[src/rtl/rgb_led_arbiter.sv]
// Two-requester, frame-synchronous owner arbiter for an RGB LED.
// Each channel is driven by PWM at a steady level or at a level scaled by a triangle "breathe" envelope.
module rgb_led_arbiter #(
   parameter int unsigned STEP_DIV = 300000
) (
   input  logic        clki,
   input  logic        rst,
   input  logic [1:0]  req,
   input  logic [23:0] colour0,
   input  logic [23:0] colour1,
   input  logic [1:0]  mode,
   output logic [1:0]  gnt,
   output logic        pwm_r,
   output logic        pwm_g,
   output logic        pwm_b,
   output logic        frame
);

   typedef enum logic [1:0] {IDLE = 2'b00, OWN0 = 2'b01, OWN1 = 2'b10} state_t;

   localparam logic [23:0] STEP_LAST = 24'(STEP_DIV - 1);

   state_t          state_q, state_d;
   logic [7:0]      pwm_cnt;
   logic            boundary;
   logic            owner_chg;
   logic [23:0]     step_cnt;
   logic [7:0]      env;
   logic            dir;
   logic [2:0][7:0] lat_col;
   logic            lat_mode;
   logic [23:0]     nxt_col;
   logic            nxt_mode;
   logic [2:0][7:0] lvl;
   logic [2:0]      pwm_vec;

   assign boundary  = (pwm_cnt == 8'hFF);
   assign owner_chg = (state_d != state_q);
   assign gnt       = state_q;

   // The owner is kept while its req is high; otherwise the lowest index wins.
   always_comb begin
      state_d = state_q;
      if (boundary) begin
         case (state_q)
            OWN0:    if (!req[0]) state_d = req[1] ? OWN1 : IDLE;
            OWN1:    if (!req[1]) state_d = req[0] ? OWN0 : IDLE;
            default: state_d = req[0] ? OWN0 : (req[1] ? OWN1 : IDLE);
         endcase
      end
      nxt_col  = 24'h0;
      nxt_mode = 1'b0;
      case (state_d)
         OWN0:    begin nxt_col = colour0; nxt_mode = mode[0]; end
         OWN1:    begin nxt_col = colour1; nxt_mode = mode[1]; end
         default: ;
      endcase
   end

   always_ff @(posedge clki) begin
      if (rst) begin
         state_q  <= IDLE;
         pwm_cnt  <= 8'h0;
         frame    <= 1'b0;
         lat_col  <= '0;
         lat_mode <= 1'b0;
      end else begin
         state_q <= state_d;
         pwm_cnt <= pwm_cnt + 8'd1;
         frame   <= (pwm_cnt == 8'd254);
         if (boundary) begin
            lat_col  <= nxt_col;
            lat_mode <= nxt_mode;
         end
      end
   end

   // Envelope restarts from zero whenever the owner changes.
   always_ff @(posedge clki) begin
      if (rst || (boundary && owner_chg)) begin
         step_cnt <= 24'h0;
         env      <= 8'h0;
         dir      <= 1'b0;
      end else if (step_cnt == STEP_LAST) begin
         step_cnt <= 24'h0;
         if (!dir) begin
            if (env == 8'hFF) begin
               dir <= 1'b1;
               env <= 8'hFE;
            end else begin
               env <= env + 8'd1;
            end
         end else begin
            if (env == 8'h00) begin
               dir <= 1'b0;
               env <= 8'h01;
            end else begin
               env <= env - 8'd1;
            end
         end
      end else begin
         step_cnt <= step_cnt + 24'd1;
      end
   end

   for (genvar c = 0; c < 3; c++) begin : g_lane
      assign lvl[c] = lat_mode ? 8'((16'(lat_col[c]) * 16'(env)) >> 8) : lat_col[c];
   end

   always_ff @(posedge clki) begin
      if (rst) begin
         pwm_vec <= 3'b000;
      end else begin
         for (int c = 0; c < 3; c++)
            pwm_vec[c] <= (state_q != IDLE) && (pwm_cnt < lvl[c]);
      end
   end

   assign {pwm_r, pwm_g, pwm_b} = pwm_vec;

endmodule

[config.mk]
export PLATFORM = sky130hd
export DESIGN_NAME = rgb_led_arbiter
export DESIGN_NICKNAME = d
export VERILOG_FILES = /design/src/rtl/rgb_led_arbiter.sv
export SDC_FILE = /design/constraint.sdc
export NUM_CORES = 1
export LEC_CHECK = 0
export ABC_CLOCK_PERIOD_IN_PS = 6700
export BUFFER_PORTS_ARGS = -buffer_cell sky130_fd_sc_hd__buf_2
export CAP_MARGIN = 20
export CORE_ASPECT_RATIO = 1.25
export CORE_UTILIZATION = 55
export DETAILED_ROUTE_END_ITERATION = 8
export GPL_TIMING_DRIVEN = 0
export HOLD_SLACK_MARGIN = 0.1
export PLACE_DENSITY = 0.73
export SYNTH_ARGS = -nofsm -noshare
export SYNTH_HDL_FRONTEND = slang
export SYNTH_SLANG_ARGS = --single-unit
export TNS_END_PERCENT = 50
[constraint.sdc]
create_clock -name clki -period 6.7 [get_ports clki]
set_input_delay 2.01 -clock clki [delete_from_list [all_inputs] [get_ports clki]]
set_output_delay 2.01 -clock clki [all_outputs]
set_load 0.005 [all_outputs]
After elaboration in Yosys (flattened, before gate mapping)
Cells that the tools add are included.
{ "word_totals": {"ff_bits": 72, "in_bits": 54, "output_inout_bits": 6, "wordCells": 56} }
{ "classes": {"n_addsub": 4, "multipliers": 3, "n_lt_le_gt_ge": 3, "eq_ne": 9, "muxes": 18, "reduce_logical": 8} }
{ "op_table": {"columns": ["op", "n"], "rows": [
  ["$mul A8 B8 Y16", 3],
  ["$mux W8", 6],
  ["$pmux W24 S2", 1],
  ["$add A24 B1 Y24 const B", 1],
  ["$eq A24 B19 Y1 const B", 1],
  ["$eq A8 B8 Y1 const B", 3],
  ["$lt A8 B8 Y1", 3],
  ["$add A8 B1 Y8 const B", 2],
  ["$mux W2", 5],
  ["$logic_not A8 Y1", 1],
  ["$sub A8 B1 Y8 const B", 1],
  ["$eq A2 B1 Y1 const B", 2],
  ["$eq A2 B2 Y1 const B", 2],
  ["$logic_and A1 B1 Y1", 4],
  ["$mux W1", 4],
  ["$pmux W2 S2", 1],
  ["$ne A2 B2 Y1", 1],
  ["$pmux W1 S2", 1],
  ["$reduce_bool A2 Y1", 1],
  ["$reduce_or A2 Y1", 1],
  ["$logic_or A1 B1 Y1", 1]
]} }

Depth between registers and ports, before layout
{ "logic_depth": {"ltp_word": 8, "depth_mapped": 25, "ltp_nobuf": 23} }

Worst setup path after synthesis
No wires, ideal clock.
{ "synth_path": {"path_kind": "reg-to-reg", "start": "reg env[7]", "end": "reg pwm_vec[1]", "setup_time_ps": 61, "arrival_ps": 6102, "required_time_ps": 6639, "setup_slack_ps": 537, "path_stages_with_launch": 24, "n_path_buf": 2, "synth_period_minus_slack_ps": 6163, "cell_sequence": "dfxtp_1 clkbuf_1 clkbuf_1 nand2_1 fa_1 fa_1 inv_1 fa_1 inv_1 fa_1 inv_1 ha_1 nand2_1 a21oi_1 a2111oi_2 a21oi_1 a311o_1 a41oi_1 ha_1 a21o_1 a21o_1 a2111oi_0 o2111ai_1 nand2_1"} }
{ "synth_via": {"elab_chain_cells": 4} }
{ "synth_lines": {"columns": ["item", "line_no", "source"], "rows": [
  ["start, declared", "28", "logic [7:0] env;"],
  ["start signal, assigned", "91", "env <= env + 8'd1;"],
  ["start signal, assigned", "98", "env <= env - 8'd1;"],
  ["$mul A8 B8 Y16", "107", "assign lvl[c] = lat_mode ? 8'((16'(lat_col[c]) * 16'(env)) >> 8) : lat_col[c];"],
  ["$mux W8", "107", null],
  ["$lt A8 B8 Y1", "115", "pwm_vec[c] <= (state_q != IDLE) && (pwm_cnt < lvl[c]);"],
  ["$logic_and A1 B1 Y1", "115", null],
  ["end signal, assigned by index", "115", null],
  ["end, declared", "35", "logic [2:0] pwm_vec;"]
]} }
No other way between the ends.
A chain may end at the register's enable or synchronous reset.

Worst setup path in the final report
{ "layout_path": {"start": "reg env[5]", "end": "reg pwm_vec[1]"} }
Same word-level chain as after synthesis.

==> results.txt <==
- The layout has 1560 filler cells.
- Yosys mapped a number of flops with a built-in enable equal to 0.
- In this run the core area contains 54 standard-cell rows.
* DRT met1 WL: 9865 um
- H-Tree Depth: 3
* Initial Util: 56.35%
- The detailed router placed 8222 vias in this run.
- Worst Tran Pin Value: 0.8680 ns
* Cell Pwr Density: 92.14 nW/um^2
- Crit end category: flip-flop
- Avg Cell Area, Syn: 8.555 sq um
- Seq cells post-synth: 72
* Die Y: 152.0 um
- After detailed routing, the number of remaining DRC violations is 0.
- Setup repair after global routing missed its margin: no
- The core region is 17570 sq um.
* Root Buffer Master: clkbuf_16
* Placed cells: 1440
- Global route total overflow: 0
- Number of port buffers: 59
- Total routed wirelength: 23830 um
- Combinational family with the most area after synthesis: adder cells
- Compound-cell area share of the yosys netlist: 9.999%
* Startpoint class of the critical path: flip-flop
* Library cell with the largest summed area after synthesis: fa_1
- Portion of netlist area occupied by mux cells: 2.048%
- Fraction of synthesized cell area in xor and xnor cells: 4.336%
- Maximum net fanout on the critical path: 10
- VDD IR-drop max: 0.0001447 V
* Area growth from synthesis to layout: 9.796%
* Ys flop type: dfxtp_1
- Area of the mapped netlist: 9898 sq um
- The first routing iteration left 442 violations.
- Buffers added to address setup during post-CTS repair amount to 0.
- Most common library cells after synthesis: and2_1 (153), inv_1 (146), ha_1 (130)
- Antenna violations before repair: 0
* CTS sink count: 72
- Clock latency on the worst-skew pair, taken at its later pin, is 0.34 ns.
* Met3 layer wire length in the routed design: 970 um
- CP required: 6.98 ns
- Die ar.: 18540 sq um
- Net count of the finished layout: 1514
* Number of nets produced by synthesis: 1446
- The clock passes through at most 2 buffers.
- For this run, the register share of the synthesized area comes to 14.56%.
- During synthesis, Yosys emitted a total of 0 warnings.
- Detailed placement finished with a half-perimeter wire length of 18770 um.
- CP Class: flip-flop to flip-flop
* Total track usage: 27.28%
- Number of inserted diodes: 0
* Clock input transition at the sequential cells of the worst setup and hold paths: 0.06 ns
- Max-slew headroom at the worst pin: 42.13%
- Data arrival time of the critical path: 6.73 ns
* Status: finished, final reports clean
- Achievable clock frequency: 155.1 MHz
- Number of failing setup endpoints in the final timing report: 0
- Of all flip-flops after synthesis, the portion carrying an async set or reset was 0%.
- After detailed routing, the average wire length per cell comes to 16.39 um.
* Detail Route met2 WL: 12300 um
- The path class of the tightest hold or removal check is flip-flop to flip-flop.
* Top cells by area in the synthesized netlist: fa_1 (21%), ha_1 (16%), dfxtp_1 (15%)
- Adder-Cell Fraction of Synth Area: 37.67%
* Final standard cell count with taps included and fillers excluded: 1454
- Uppermost layer routed: met4
* First-pass detailed-route iteration total: 5
- TritonCTS built the clock tree.
* Global-route wire length before repair: 39860 um
* Maximum number of pins on one net before global-route repair: 14
- The synthesized netlist contains 62 unique library cells.
- Cell with the most instances after synthesis: and2_1
* Routability cong.: 0.8964
* Proportion of netlist area held by the largest area contributor: 21.24%
- Counting I/O delays and the setup requirement, the final critical path takes 6.449 ns.
- In the synthesized netlist, the number of instances is 1157.
- Clock skew on the completed layout was measured at 0.008003 ns.
- The synthesized netlist devotes 23.17% of its cell area to simple gates.
- The total count of max-transition violations in the final report is 0.
- Static Leakage: 0.005288 uW
- The count of nets left with antenna violations once routing finished came out at 0.
- In this run the horizontal extent of the chip is 122.0 um.
- Of the available clock period, the critical path in the final layout requires 96.26%.
- Ratio of cells with drive above 1 in the final layout: 10.33%
* Max-capacitance violation count: 0
- The number of clock buffers added by TritonCTS is 9.
- Total power: 1001 uW
- The number of global-route vias before repair came to 8261.
* Final Hold Fails: 0
- 60 I/O pins were placed.
- After detailed routing, the number of vias per cell comes to 5.655.
==> layout by cell type, fill, tap and decap left out, types with 7 or more instances in the layout <==
| cell | instances |
|---|---|
| a21o_1 | 8 |
| a21oi_1 | 54 |
| a22oi_1 | 27 |
| a31oi_1 | 7 |
| and2_1 | 153 |
| and3_1 | 7 |
| buf_2 | 61 |
| clkbuf_1 | 31 |
| clkbuf_16 | 9 |
| clkbuf_2 | 7 |
| dfxtp_1 | 70 |
| fa_1 | 105 |
| ha_1 | 130 |
| inv_1 | 146 |
| mux2i_1 | 18 |
| nand2_1 | 52 |
| nand3_1 | 25 |
| nand4_1 | 12 |
| nor2_1 | 85 |
| nor2_2 | 8 |
| nor3_1 | 37 |
| o21ai_0 | 26 |
| or3_1 | 7 |
| xnor2_1 | 28 |
| xor2_1 | 21 |
==> kinds of logic after synthesis <==
family	after synthesis
flops	72
compound gates	156
fa+ha+maj	235
xor+xnor	49
buf+inv	204
simple gates	421
mux	20
==> path summary, 6_finish.rpt <==
check                    from     endpoint  slack [ns]  cells after the start
hold / removal    step_cnt[0]  step_cnt[0]        0.47                      1
setup / recovery       env[5]   pwm_vec[1]        0.25                     22
setup reg to reg       env[5]   pwm_vec[1]        0.25                     22
hold reg to reg   step_cnt[0]  step_cnt[0]        0.47                      1
==> worst max-delay path, cell delays in order (launching register included) <==
cell and delay (ns):
dfxtp_1 0.37, clkbuf_2 0.27, clkbuf_4 0.27, and2_1 0.16, fa_1 0.44, fa_1 0.53
fa_1 0.55, inv_1 0.06, fa_1 0.53, inv_1 0.04, ha_1 0.37, nand2_1 0.14
nor4_2 0.07, a2111oi_4 0.44, a21oi_2 0.19, a311o_1 0.37, a41oi_1 0.24, ha_1 0.29
a21o_1 0.18, a21o_1 0.18, a2111oi_2 0.43, o21ai_0 0.16, nand2_1 0.11
==> per-stage QoR <==
stage          utilization (%)  hold WS, ns  area [sq um]  setup slack [ns]  setup TNS (ns)
5_1_grt                  61.87       0.5088         10870          0.005624               0
2_1_floorplan                -       0.4349          9898            0.5373               0
3_3_place_gp             59.62       0.4513         10470           -0.7482          -1.446
6_report                 61.87       0.4722         10870            0.2509               0
3_5_place_dp             59.62       0.4571         10470           -0.8747          -1.717
4_1_cts                  61.66       0.4732         10830          0.007157               0
==> power by group <==
| group | total [uW] | switching [uW] | leakage [uW] | internal [uW] |
|---|---|---|---|---|
| Clock | 518 | 206 | 0.000152 | 312 |
| Combinational | 46.6 | 22.5 | 0.00455 | 24.0 |
| Sequential | 437 | 6.19 | 0.000582 | 431 |
==> registers in the layout, summed over array words and instances, names as in the netlist <==
| register | count |
|---|---|
| lat_col | 24 |
| step_cnt | 24 |
| env | 8 |
| pwm_cnt | 8 |
| pwm_vec | 3 |
| gnt | 2 |
| dir | 1 |
| frame | 1 |
| lat_mode | 1 |
==> routing by layer <==
metal	global-route usage (%)	vias to the layer above
li1	-	3947
met1	33.19	4007
met2	48.48	219
met3	3.228	49
met4	10.05	0
met5	0	-
==> timing repair <==
action	in CTS	in global routing
endpoints found under the setup margin	3	3
endpoints found under the hold margin	0	0
resized for setup	22	23
hold buffers	0	0
pin swaps	0	1
==> area by class of cell <==
type / count / area, sq um / area share [%]
multi-input combinational: 881 / 7682 / 70.69
sequential: 72 / 1444 / 13.29
inverter: 146 / 548.0 / 5.043
buffer: 56 / 301.5 / 2.775
timing repair buffer: 59 / 295.3 / 2.717
tap: 224 / 280.3 / 2.579
clock buffer: 11 / 252.7 / 2.326
clock inverter: 5 / 63.81 / 0.5872
(Power assumes the default switching activity.)
